--- config.mk ---
export PLATFORM = sky130hd
export DESIGN_NAME = pc_unit
export DESIGN_NICKNAME = d
export VERILOG_FILES = /design/src/rtl/rv_pkg.sv /design/src/rtl/pc_next_sel.sv /design/src/rtl/pc_unit.sv
export SDC_FILE = /design/constraint.sdc
export NUM_CORES = 1
export LEC_CHECK = 0
export BUFFER_PORTS_ARGS = -buffer_cell sky130_fd_sc_hd__buf_2
export CORE_ASPECT_RATIO = 1.4
export CORE_UTILIZATION = 45
export DETAILED_ROUTE_END_ITERATION = 8
export HOLD_SLACK_MARGIN = 0.15
export PLACE_DENSITY = 0.73
export SLEW_MARGIN = 20
export SYNTH_ARGS = -nofsm -noshare
export SYNTH_HDL_FRONTEND = slang
export SYNTH_SLANG_ARGS = --single-unit
--- constraint.sdc ---
create_clock -name clk -period 4.1 [get_ports clk]
set_input_delay 0.615 -clock clk [delete_from_list [all_inputs] [get_ports clk]]
set_output_delay 0.615 -clock clk [all_outputs]
set_load 0.05 [all_outputs]
--- src/rtl/rv_pkg.sv ---
// Shared definitions for the program-counter unit: default widths and reset
// vector, the PC FSM state type, and the fetch-address alignment check.
package rv_pkg;

    localparam int              XLEN_DEF         = 32;
    localparam logic [31:0]     RESET_VECTOR_DEF = 32'h0000_0000;

    typedef enum logic [1:0] {
        BOOT = 2'd0,
        RUN  = 2'd1,
        HALT = 2'd2
    } pc_state_t;

    // True when any of the low align_bits bits of addr is set.
    function automatic logic is_misaligned(input logic [63:0] addr,
                                           input int unsigned align_bits);
        logic [63:0] mask;
        mask = (64'd1 << align_bits) - 64'd1;
        return |(addr & mask);
    endfunction

endpackage

--- src/rtl/pc_next_sel.sv ---
// Combinational next-PC helper for pc_unit: sequential PC, redirect target
// (JALR bit-0 clear) and the target alignment flag.
// With PC_UNIT_COMPRESSED_EN defined, the sequential step is 2 for compressed
// instructions and only bit 0 of the target must be clear.
module pc_next_sel
    import rv_pkg::*;
#(
    parameter int XLEN       = XLEN_DEF,
    parameter int INC        = 4,
    parameter int ALIGN_BITS = 2
) (
`ifdef PC_UNIT_COMPRESSED_EN
    input  logic            i_is_compressed,
`endif
    input  logic [XLEN-1:0] i_pc,
    input  logic            i_redirect_jalr,
    input  logic [XLEN-1:0] i_redirect_target,
    output logic [XLEN-1:0] o_seq_pc,
    output logic [XLEN-1:0] o_tgt,
    output logic            o_tgt_misaligned
);

`ifdef PC_UNIT_COMPRESSED_EN
    localparam int unsigned CHECK_BITS = 1;
`else
    localparam int unsigned CHECK_BITS = ALIGN_BITS;
`endif

    logic [XLEN-1:0] w_inc;

`ifdef PC_UNIT_COMPRESSED_EN
    assign w_inc = i_is_compressed ? XLEN'(2) : XLEN'(INC);
`else
    assign w_inc = XLEN'(INC);
`endif

    // Sequential address wraps modulo 2^XLEN by plain truncation.
    assign o_seq_pc = i_pc + w_inc;

    // JALR targets always have bit 0 forced low before the alignment check.
    assign o_tgt = i_redirect_jalr ? {i_redirect_target[XLEN-1:1], 1'b0}
                                   : i_redirect_target;

    assign o_tgt_misaligned = is_misaligned(64'(o_tgt), CHECK_BITS);

endmodule

--- src/rtl/pc_unit.sv ---
// Program-counter unit: architectural PC register with BOOT/RUN/HALT control,
// sequential advance, redirect, stall and halt handling, link value output and
// misaligned-redirect reporting.
// Optional feature macro: PC_UNIT_COMPRESSED_EN (adds is_compressed input).
module pc_unit
    import rv_pkg::*;
#(
    parameter int              XLEN         = XLEN_DEF,
    parameter logic [XLEN-1:0] RESET_VECTOR = RESET_VECTOR_DEF,
    parameter int              INC          = 4,
    parameter int              ALIGN_BITS   = 2
) (
    input  logic            clk,
    input  logic            rst,
    input  logic            stall,
    input  logic            redirect_valid,
    input  logic            redirect_jalr,
    input  logic [XLEN-1:0] redirect_target,
    input  logic            halt_req,
    input  logic            resume,
`ifdef PC_UNIT_COMPRESSED_EN
    input  logic            is_compressed,
`endif
    output logic [XLEN-1:0] pc,
    output logic            pc_valid,
    output logic [XLEN-1:0] pc_plus_inc,
    output logic            misalign_err,
    output logic [XLEN-1:0] misalign_addr,
    output logic            halted
);

    pc_state_t       r_state;
    logic [XLEN-1:0] r_pc;
    logic            r_misalign_err;
    logic [XLEN-1:0] r_misalign_addr;

    logic [XLEN-1:0] w_seq_pc;
    logic [XLEN-1:0] w_tgt;
    logic            w_tgt_misaligned;

    pc_next_sel #(
        .XLEN       (XLEN),
        .INC        (INC),
        .ALIGN_BITS (ALIGN_BITS)
    ) u_next_sel (
`ifdef PC_UNIT_COMPRESSED_EN
        .i_is_compressed   (is_compressed),
`endif
        .i_pc              (r_pc),
        .i_redirect_jalr   (redirect_jalr),
        .i_redirect_target (redirect_target),
        .o_seq_pc          (w_seq_pc),
        .o_tgt             (w_tgt),
        .o_tgt_misaligned  (w_tgt_misaligned)
    );

    // PC FSM: reset, boot bubble, run-time next-PC priority, halt/resume.
    always_ff @(posedge clk) begin
        // NOTE: non-blocking assignments so every register updates from the
        // same pre-edge values regardless of statement order.
        if (rst) begin
            r_state         <= BOOT;
            r_pc            <= RESET_VECTOR;
            r_misalign_err  <= 1'b0;
            r_misalign_addr <= '0;
        end else begin
            r_misalign_err <= 1'b0;
            case (r_state)
                BOOT: r_state <= RUN;
                RUN: begin
                    if (halt_req) begin
                        r_state <= HALT;
                    end else if (redirect_valid) begin
                        if (!w_tgt_misaligned) begin
                            r_pc <= w_tgt;
                        end else begin
                            r_misalign_err  <= 1'b1;
                            r_misalign_addr <= w_tgt;
                            r_state         <= HALT;
                        end
                    end else if (!stall) begin
                        r_pc <= w_seq_pc;
                    end
                end
                HALT: begin
                    // A simultaneous halt request wins over resume.
                    if (resume && !halt_req) begin
                        r_state <= RUN;
                    end
                end
                default: r_state <= BOOT;
            endcase
        end
    end

    assign pc            = r_pc;
    assign pc_valid      = (r_state == RUN);
    assign halted        = (r_state == HALT);
    assign pc_plus_inc   = w_seq_pc;
    assign misalign_err  = r_misalign_err;
    assign misalign_addr = r_misalign_addr;

endmodule

# Word-level counts from Yosys, hierarchy flattened
# Index checks and enable logic that the tools add are counted.
dict set report totals {
  reg_bits 67
  latch_bits 0
  mem_bits_rw 0
  romBits 0
  inputBits 39
  n_memories 0
}
dict set report op_classes {
  n_addsub 1
  n_mul 0
  div 0
  magnitude_cmp 0
  n_eq_ne 7
  n_shift 0
  mux 10
  bitwise_logic 3
  reduce_logical 8
}
# op n
set op_table {}
lappend op_table {{32-bit two-way mux} 3}
lappend op_table {{32-bit by 3-bit adder with 32-bit output, second input constant} 1}
lappend op_table {{2-bit two-way mux} 4}
lappend op_table {{4-bit AND reduction} 2}
lappend op_table {{2-bit case mux with 3 select lines} 1}
lappend op_table {{2-bit by 1-bit != test with 1-bit output, second input constant} 2}
lappend op_table {{4-bit OR reduction} 1}
lappend op_table {{3-bit by 2-bit != test with 1-bit output, second input constant} 1}
lappend op_table {{3-bit != test, second input constant} 1}
lappend op_table {{1-bit inverter} 3}
lappend op_table {{3-bit AND reduction} 1}
lappend op_table {{2-bit by 1-bit equality test with 1-bit output, second input constant} 1}
lappend op_table {{2-bit equality test, second input constant} 1}
lappend op_table {{2-bit zero test} 1}
lappend op_table {{1-bit two-way mux} 2}
lappend op_table {{2-bit != test, second input constant} 1}
lappend op_table {{2-bit OR reduction} 1}
lappend op_table {{1-bit logical AND} 1}
lappend op_table {{1-bit zero test} 1}

# Depth between registers and ports, before layout
# Gate-level depths: netlist of run 1.
dict set report depth {
  ltp_word 6
  depth_mapped 8
}

# Modules after synthesis
# A second synthesis of run 1 with hierarchy kept.
dict set report unflattened {
  cells_unflattened 418
  hier_area_um2 4087.7
}
# mod instances cells_each area_per_inst_um2 seq_area_each_um2
set modules_own_cells {}
lappend modules_own_cells {pc_unit 1 302 3261.9 1341.3}
lappend modules_own_cells {pc_next_sel 1 116 825.8 0.0}

# Worst setup path before layout of run 1
# No wires, ideal clock.
dict set report synth_timing {
  kind {register -> output}
  startpoint {reg r_pc[3] (netlist: pc[3])}
  endpoint {out pc_plus_inc[16]}
  arrival_ns 2.764
  required_time_ns 3.485
  setup_slack_ns 0.721
  stages_incl_launch_ff 6
  path_buffers 0
  cell_sequence {dfxtp_1 ha_1 nand3_1 nor3_1 nand3_1 xnor2_1}
}
dict set report synth_via {
  elab_chain_len 1
}
# item line
set synth_rtl {}
lappend synth_rtl {{from (decl)} pc_unit.sv:33} ;# logic [XLEN-1:0] r_pc;
lappend synth_rtl {{from (signal assigned)} pc_unit.sv:75} ;# r_pc <= w_tgt;
lappend synth_rtl {{from (signal assigned)} pc_unit.sv:82} ;# r_pc <= w_seq_pc;
lappend synth_rtl {{32-bit by 3-bit adder with 32-bit output} pc_next_sel.sv:38} ;# assign o_seq_pc = i_pc + w_inc;
lappend synth_rtl {{to (decl)} pc_unit.sv:26} ;# output logic [XLEN-1:0] pc_plus_inc,
# Every way passes these cells.

# Worst setup path in the final report of run 1
dict set report layout_timing {
  startpoint {reg r_pc[2] (netlist: pc[2])}
  endpoint {out pc_plus_inc[14]}
}
# Same word-level chain as after synthesis.

==> results.txt, run 1 <==
Hold Path Class -> flop to flop
post-synthesis register bit count -> 67
Synth top area share -> 0.374
worst path bufs/invs -> 1
Final Cycle Share -> 0.839
Peak VDD IR -> 0.203 mV
Layout area overhead -> 24.5%
total gr overflow -> 0
Worst EP required -> 3.48 ns
mapped cell area -> 3590 um^2
Routed WL -> 10700 um
core area -> 7750 um^2
Die H -> 108 um
synthesis warning total -> 0
final worst path period need -> 3.44 ns
critical-path cell list -> ha_1, nand3_1, nor3_1, nand3_1, xnor2_1, buf_2
Top FF cell, synth -> dfxtp_1
clock latency on the worst-skew pair -> 0.35 ns
CP Launch Type -> flop
synthesized area per cell -> 7.59 um^2
Iteration-0 DRC Markers -> 261
final setup TNS -> 0 ns
Post-DRT Antenna Nets -> 0
largest cells by area after synthesis -> dfxtp_1 37%, nand2_1 11%, a21oi_1 7.9%
final hold violation count -> 0
global placer's final weighted congestion -> 0.849
Fmax -> 0.291 GHz
largest net degree at the start of global routing -> 39
status -> complete, no violations
Mapped Nets -> 513
Row Count -> 38
NumNets Final -> 628
fraction of registers with async set/reset -> 0
Final Max Slew Viols -> 0
first-pass GRT wire length -> 16700 um
clock sinks -> 67
Top Family by Delay on Critical Path -> simple AND/OR/NAND/NOR gates
DP HPWL -> 7730 um
sequential area share after synthesis -> 0.374
Root Driver -> clkbuf_8
Final Cell Area -> 4470 um^2
CTS tree -> done
Post-CTS Resized -> 0
Post-CTS Setup Repair Bufs -> 0
Yosys cell types -> 57
most frequent cell after synthesis -> nand2_1
most frequent CP cell -> nand3_1
power density of the placed cells -> 335 nW/um^2
Yosys top cell by area -> dfxtp_1
Num CTS Buffers -> 9
slew margin rel. -> 0.449
first-pass detailed-route iteration total -> 5
port bufs -> 137
placed cell area -> 4280 um^2
gr usage total -> 0.256
Crit path arrival time -> 2.82 ns
crit path kind -> flop to primary output
Pleak -> 1.99 nW
DRC viols -> 0
number of synthesized flops with an enable pin -> 0
die area -> 8350 um^2
Cells after Synth -> 473
number of vias per cell -> 5.61
crit-path max FO -> 10
initial antenna violation count -> 0
vias in the first global route -> 3497
Worst Tran Pin Value -> 0.826 ns
Boundary Pins -> 138
vias -> 3891
Worst setup EP type -> primary output
share of cells above drive strength 1 -> 0.285
CTS Buffer Depth -> 2
most common library cells after synthesis -> 105 x nand2_1, 67 x dfxtp_1, 57 x a21oi_1
CTS clk-pin slew, worst paths -> 0.06 ns
# setup viols final -> 0
CP max-delay cell -> nor3_1
CP max stage delay -> 0.68 ns
Max-Cap Viols -> 0
die width -> 77.5 um
# H-tree levels -> 3
number of diodes -> 0
Starting Density -> 0.463
unrepaired setup endpoints after global routing -> false
post-DR wirelength/cell -> 15.4 um
cts hold-fix bufs -> 0
Layout Skew -> 0.00978 ns
-- routing by layer --
| metal | GRT usage | vias to the layer above | routed length, um |
|---|---|---|---|
| li1 | - | 1902 | - |
| met1 | 0.303 | 1811 | 4280 |
| met2 | 0.439 | 148 | 5440 |
| met3 | 0.0449 | 30 | 589 |
| met4 | 0.136 | 0 | 372 |
| met5 | 0 | - | 0 |
-- metrics by stage --
step	utilization	power, mW	hold WS, ns	setup WS (ns)	cells
finish	0.577	1.50	0.451	0.662	693
global route	0.577	1.56	0.471	0.476	693
CTS	0.577	1.51	0.454	0.696	693
detailed placement	0.552	0.972	0.444	1.08	677
global placement	0.552	0.969	0.438	1.12	677
floorplan	-	0.895	0.530	0.721	473
-- cell usage in the layout, fill, tap and decap left out, drive strengths merged, types with 7 or more instances in the layout --
cell type	instances
a21oi	58
and3	7
buf	141
clkbuf	14
dfxtp	67
nand2	106
nand3	12
nand4	12
nor2	32
nor3	9
o21ai	22
xnor2	20
xor2	8
-- power by group --
group          switching (mW)  internal (mW)
Clock                   0.241          0.298
Combinational           0.197         0.0697
Sequential             0.0231          0.669
Total                   0.461           1.04
-- worst min-delay path: cells and delay by family (launching register included) --
family,cells,cell delay [ns]
simple gates,1,0.05
compound gates,1,0.05
flops,1,0.31
-- state kept, by name (all words and copies together), names as in the netlist --
signal	count
misalign_addr	32
pc	32
misalign_err	1
r_state	2
-- layout make-up --
class | count | area, um^2
Clock buffer | 14 | 153
Clock inverter | 2 | 35.0
Fill cell | 754 | 3280
Inverter | 6 | 22.5
Multi-Input combinational cell | 363 | 2080
Sequential cell | 67 | 1340
Tap cell | 100 | 125
Timing Repair Buffer | 141 | 716
-- final timing paths --
kind | from | endpoint | slack [ns] | cells past startpoint
setup / recovery | pc[2] | pc_plus_inc[14] | 0.66 | 6
hold / removal | misalign_addr[3] | misalign_addr[3] | 0.45 | 2
setup reg to reg | r_state[0] | pc[21] | 1.57 | 5
hold reg to reg | misalign_addr[3] | misalign_addr[3] | 0.45 | 2
-- kinds of logic after synthesis --
logic type	count (synthesis)	synth area share
and+or+nand+nor	199	0.266
AOI/OAI and AO/OA	131	0.228
DFF	67	0.374
buffers and inverters	43	0.0495
xor gates and xnor gates	28	0.0683
muxes	4	0.0115
adders and majority gates	1	0.00348
Note: power is estimated with default switching activity, not from simulation.
==> run 2: changes to the inputs <==
CORE_UTILIZATION = 44   (was 45)
PLACE_DENSITY = 0.75   (was 0.73)
clock period = 2.8 ns   (was 4.1 ns; I/O delays follow)
==> results.txt, run 2 (synthesized netlist as in run 1, its figures left out) <==
cts hold-fix bufs -> 0
clock sinks -> 67
r2r setup slk -> 0.61 ns
gr usage total -> 0.269
Layout Skew -> 0.00952 ns
Reg-to-Reg End -> pc[31]
Hold Path Class -> primary input to flop
Post-Place Cells -> 696
DP HPWL -> 8190 um
port bufs -> 137
vias in the first global route -> 3697
crit path from -> pc[25]
final worst slack -> 0.0840 ns
grt peak-use layer -> met2
Row Count -> 38
Post-DRT Antenna Nets -> 0
Die H -> 109 um
critical-path cell list -> nand4_1, nor4_4, nand3_1, buf_4, xnor2_2, clkbuf_4
Max-Cap Viols -> 0
Fmax -> 0.368 GHz
initial antenna violation count -> 0
r2r worst-path depth -> 6
FF-to-FF Start -> pc[25]
Non-Filler Instances -> 709
CTS tree -> done
post-DR wirelength/cell -> 15.9 um
first-pass GRT wire length -> 17700 um
global placer's final weighted congestion -> 0.841
Worst setup EP type -> primary output
first-pass detailed-route iteration total -> 5
final core occ -> 0.614
CP endpoint -> pc_plus_inc[27]
largest net degree at the start of global routing -> 58
final worst path period need -> 2.72 ns
Peak VDD IR -> 0.314 mV
met3 Track Usage GR -> 0.0544
commonest non-fill, non-tap cell in the layout -> buf_2
status -> complete, no violations
crit-path max FO -> 5
total gr overflow -> 0
vias -> 3936
final setup TNS -> 0 ns
core area -> 7850 um^2
worst slack, placed -> 0.223 ns
Worst Tran Pin Value -> 0.587 ns
die width -> 78.4 um
CP max stage delay -> 0.46 ns
Boundary Pins -> 138
Routed WL -> 11300 um
Final Cycle Share -> 0.970
slew margin rel. -> 0.608
Starting Density -> 0.458
die area -> 8530 um^2
CTS Buffer Depth -> 2
number of diodes -> 0
met2 usage -> 0.479
Pleak -> 2.19 nW
Root Driver -> clkbuf_8
unrepaired setup endpoints after global routing -> true
# H-tree levels -> 3
power density of the placed cells -> 431 nW/um^2
CP Launch Type -> flop
Crit path arrival time -> 2.30 ns
CTS clk-pin slew, worst paths -> 0.07 ns
final hold violation count -> 0
crit path kind -> flop to primary output
most frequent cells in the layout -> 131 x buf_2, 105 x nand2_1, 62 x dfxtp_1, 57 x a21oi_1, 31 x nor2_1
Iteration-0 DRC Markers -> 262
clock latency on the worst-skew pair -> 0.35 ns
CP max-delay cell -> nor4_4
share of cells above drive strength 1 -> 0.351
Worst EP required -> 2.38 ns
met1 GRT Util -> 0.308
NumNets Final -> 648
Final Max Slew Viols -> 0
Num CTS Buffers -> 9
DRC viols -> 0
number of vias per cell -> 5.55
Layout area overhead -> 34.2%
# setup viols final -> 0
run 2: power by group:
group          internal (mW)  leakage [nW]  switching, mW
clock                  0.301        0.0710          0.341
sequential             0.981         0.545         0.0334
combinational          0.121          1.58          0.299
run 2: worst min-delay path by stage:
stage	end	from	slack, ns	cells past startpoint
after global placement	misalign_addr[23]	misalign_addr[23]	0.44	2
after floorplan	r_state[0]	r_state[1]	0.53	3
after CTS	misalign_addr[28]	redirect_target[28]	0.30	3
after global routing	misalign_addr[28]	redirect_target[28]	0.32	3
after detailed placement	misalign_addr[24]	misalign_addr[24]	0.44	2
final	misalign_addr[28]	redirect_target[28]	0.32	3
run 2: final cells by class:
| class | count | area [um^2] |
|---|---|---|
| fillers | 703 | 3030 |
| multi-input cells | 363 | 2300 |
| flip-flops and latches | 67 | 1350 |
| repair buffers | 161 | 881 |
| clock buffers | 11 | 131 |
| well taps | 100 | 125 |
| inverters | 6 | 22.5 |
| clock inverters | 1 | 5.00 |
run 2: metal layers:
layer / vias up / share of wire
li1: 1928 / -
met1: 1836 / 0.40
met2: 151 / 0.52
met3: 21 / 0.060
met4: 0 / 0.020
met5: - / 0
run 2: critical path: cells and delay by family, from the launching register on:
family	cells	cell delay [ns]
buffers and inverters	2	0.46
flip-flops	1	0.45
XOR/XNOR	1	0.10
AND/OR/NAND/NOR	3	0.94
run 2: timing repair:
item,CTS,global route
setup buffers,0,1
resized for setup,5,14
cloned,0,0
pin swaps,0,2
endpoints found under the setup margin,5,12
run 2: through the flow:
step           hold WS, ns  instance area (um^2)  total power, mW
6_report             0.318                  4820             2.08
3_3_place_gp         0.438                  4620             1.44
2_1_floorplan        0.530                  3780             1.32
5_1_grt              0.316                  4820             2.15
4_1_cts              0.305                  4760             2.09
3_5_place_dp         0.444                  4620             1.45
==> run 3: changes to the inputs <==
GPL_TIMING_DRIVEN = 0   (was not set)
RECOVER_POWER = 25   (was not set)
==> results.txt, run 3 (synthesized netlist as in run 1, its figures left out) <==
status -> complete, no violations
vias in the first global route -> 3889
clock latency on the worst-skew pair -> 0.37 ns
first-pass GRT wire length -> 19000 um
commonest non-fill, non-tap cell in the layout -> nand2_1
DRC viols -> 0
Reg-to-Reg End -> pc[18]
port bufs -> 137
Die H -> 109 um
Worst setup EP type -> primary output
total gr overflow -> 0
Root Driver -> clkbuf_8
clock sinks -> 67
DP HPWL -> 9060 um
Worst EP required -> 2.38 ns
CP max stage delay -> 0.50 ns
final core occ -> 0.631
CP max-delay cell -> dfxtp_1
Sw Ratio -> 0.327
r2r worst-path depth -> 7
final setup TNS -> 0 ns
core area -> 7850 um^2
final worst path period need -> 2.73 ns
Int Pwr -> 1.49 mW
post-DR wirelength/cell -> 16.9 um
vias -> 4170
largest net degree at the start of global routing -> 11
Starting Density -> 0.458
share of cells above drive strength 1 -> 0.292
critical-path cell list -> nand4_1, nor4_4, buf_4, nand4b_2, xnor2_2, clkbuf_4
Comb pwr share -> 0.195
most frequent cells in the layout -> 104 x nand2_1, 92 x buf_2, 64 x clkbuf_1, 61 x dfxtp_1, 57 x a21oi_1
Iteration-0 DRC Markers -> 357
switching power -> 0.721 mW
Boundary Pins -> 138
cts hold-fix bufs -> 0
Fmax -> 0.367 GHz
slew margin rel. -> 0.457
CP Launch Type -> flop
final worst slack -> 0.0717 ns
Final Max Slew Viols -> 0
Non-Filler Instances -> 736
CTS Buffer Depth -> 2
Post-Place Cells -> 710
Flop pwr share -> 0.460
Peak VDD IR -> 0.323 mV
die width -> 78.4 um
CTS tree -> done
die area -> 8530 um^2
hold_ws -> 0.304 ns
worst slack, placed -> -0.0803 ns
Layout Skew -> 0.0135 ns
r2r setup slk -> 0.33 ns
hold_sp -> redirect_target[20]
Routed WL -> 12400 um
initial antenna violation count -> 0
# setup viols final -> 0
global placer's final weighted congestion -> 0.925
number of diodes -> 0
Layout area overhead -> 37.9%
crit-path max FO -> 5
first-pass detailed-route iteration total -> 5
final hold violation count -> 0
FF-to-FF Start -> r_state[0]
Post-DRT Antenna Nets -> 0
Hold Path Class -> primary input to flop
Final Cycle Share -> 0.974
Max-Cap Viols -> 0
CTS clk-pin slew, worst paths -> 0.07 ns
hold path depth -> 3
# H-tree levels -> 3
Clock power frac -> 0.345
Pleak -> 2.09 nW
number of vias per cell -> 5.67
power density of the placed cells -> 446 nW/um^2
Crit path arrival time -> 2.31 ns
Row Count -> 38
fill count -> 722
gr usage total -> 0.294
Hold EP -> misalign_addr[20]
crit path kind -> flop to primary output
Worst Tran Pin Value -> 0.808 ns
NumNets Final -> 672
Num CTS Buffers -> 9
==> run 3: cell count changes in the layout (fill, tap and decap cells not counted), sizes merged <==
cell | before | now
buf | 158 | 115
clkbuf | 14 | 83
clkinv | 1 | 2
==> run 3: critical path, delay by kind of cell (launching register included) <==
| family | cells | cell delay [ns] |
|---|---|---|
| and+or+nand+nor | 3 | 0.85 |
| DFF | 1 | 0.50 |
| buffers and inverters | 2 | 0.42 |
| xor gates and xnor gates | 1 | 0.16 |
==> run 3: power groups by stage <==
| stage | clock [mW] | combinational (mW) | sequential [mW] |
|---|---|---|---|
| finish | 0.761 | 0.430 | 1.02 |
| global route | 0.802 | 0.456 | 1.02 |
| CTS | 0.766 | 0.427 | 1.01 |
| detailed placement | 0 | 0.424 | 1.03 |
| global placement | 0 | 0.418 | 1.03 |
| floorplan | 0 | 0.211 | 1.11 |
==> run 3: worst max-delay path by stage <==
stage | from | end | cells past startpoint
finish | pc[26] | pc_plus_inc[29] | 6
CTS | pc[17] | pc_plus_inc[28] | 7
floorplan | pc[3] | pc_plus_inc[16] | 5
detailed placement | pc[3] | pc_plus_inc[24] | 6
global placement | pc[3] | pc_plus_inc[24] | 6
global route | pc[4] | pc_plus_inc[25] | 7
==> run 3: per-layer routing <==
| metal | up-vias | GRT usage | wire length, um |
|---|---|---|---|
| li1 | 1985 | - | - |
| met1 | 1966 | 0.335 | 4780 |
| met2 | 190 | 0.524 | 6480 |
| met3 | 29 | 0.0460 | 779 |
| met4 | 0 | 0.160 | 391 |
| met5 | - | 0 | 0 |
==> run 3: final cells by class <==
type / count / area (um^2) / area share
Timing Repair Buffer: 150 / 787 / 0.159
Tap cell: 100 / 125 / 0.0253
Buffer: 35 / 155 / 0.0313
Clock inverter: 2 / 10.0 / 0.00202
Inverter: 6 / 22.5 / 0.00455
Sequential cell: 67 / 1350 / 0.272
Multi-Input combinational cell: 363 / 2340 / 0.472
Clock buffer: 13 / 169 / 0.0341
==> run 3: repair_timing <==
item,in CTS,in global routing
resized for setup,20,27
pin swaps,5,4
setup endpoints to repair,17,18
setup buffers,8,4
gates cloned,0,1
==> run 3: through the flow <==
step                power (mW)  area, um^2
floorplan                 1.32        3780
global placement          1.45        4590
detailed placement        1.46        4590
CTS                       2.21        4900
global route              2.28        4950
finish                    2.21        4950
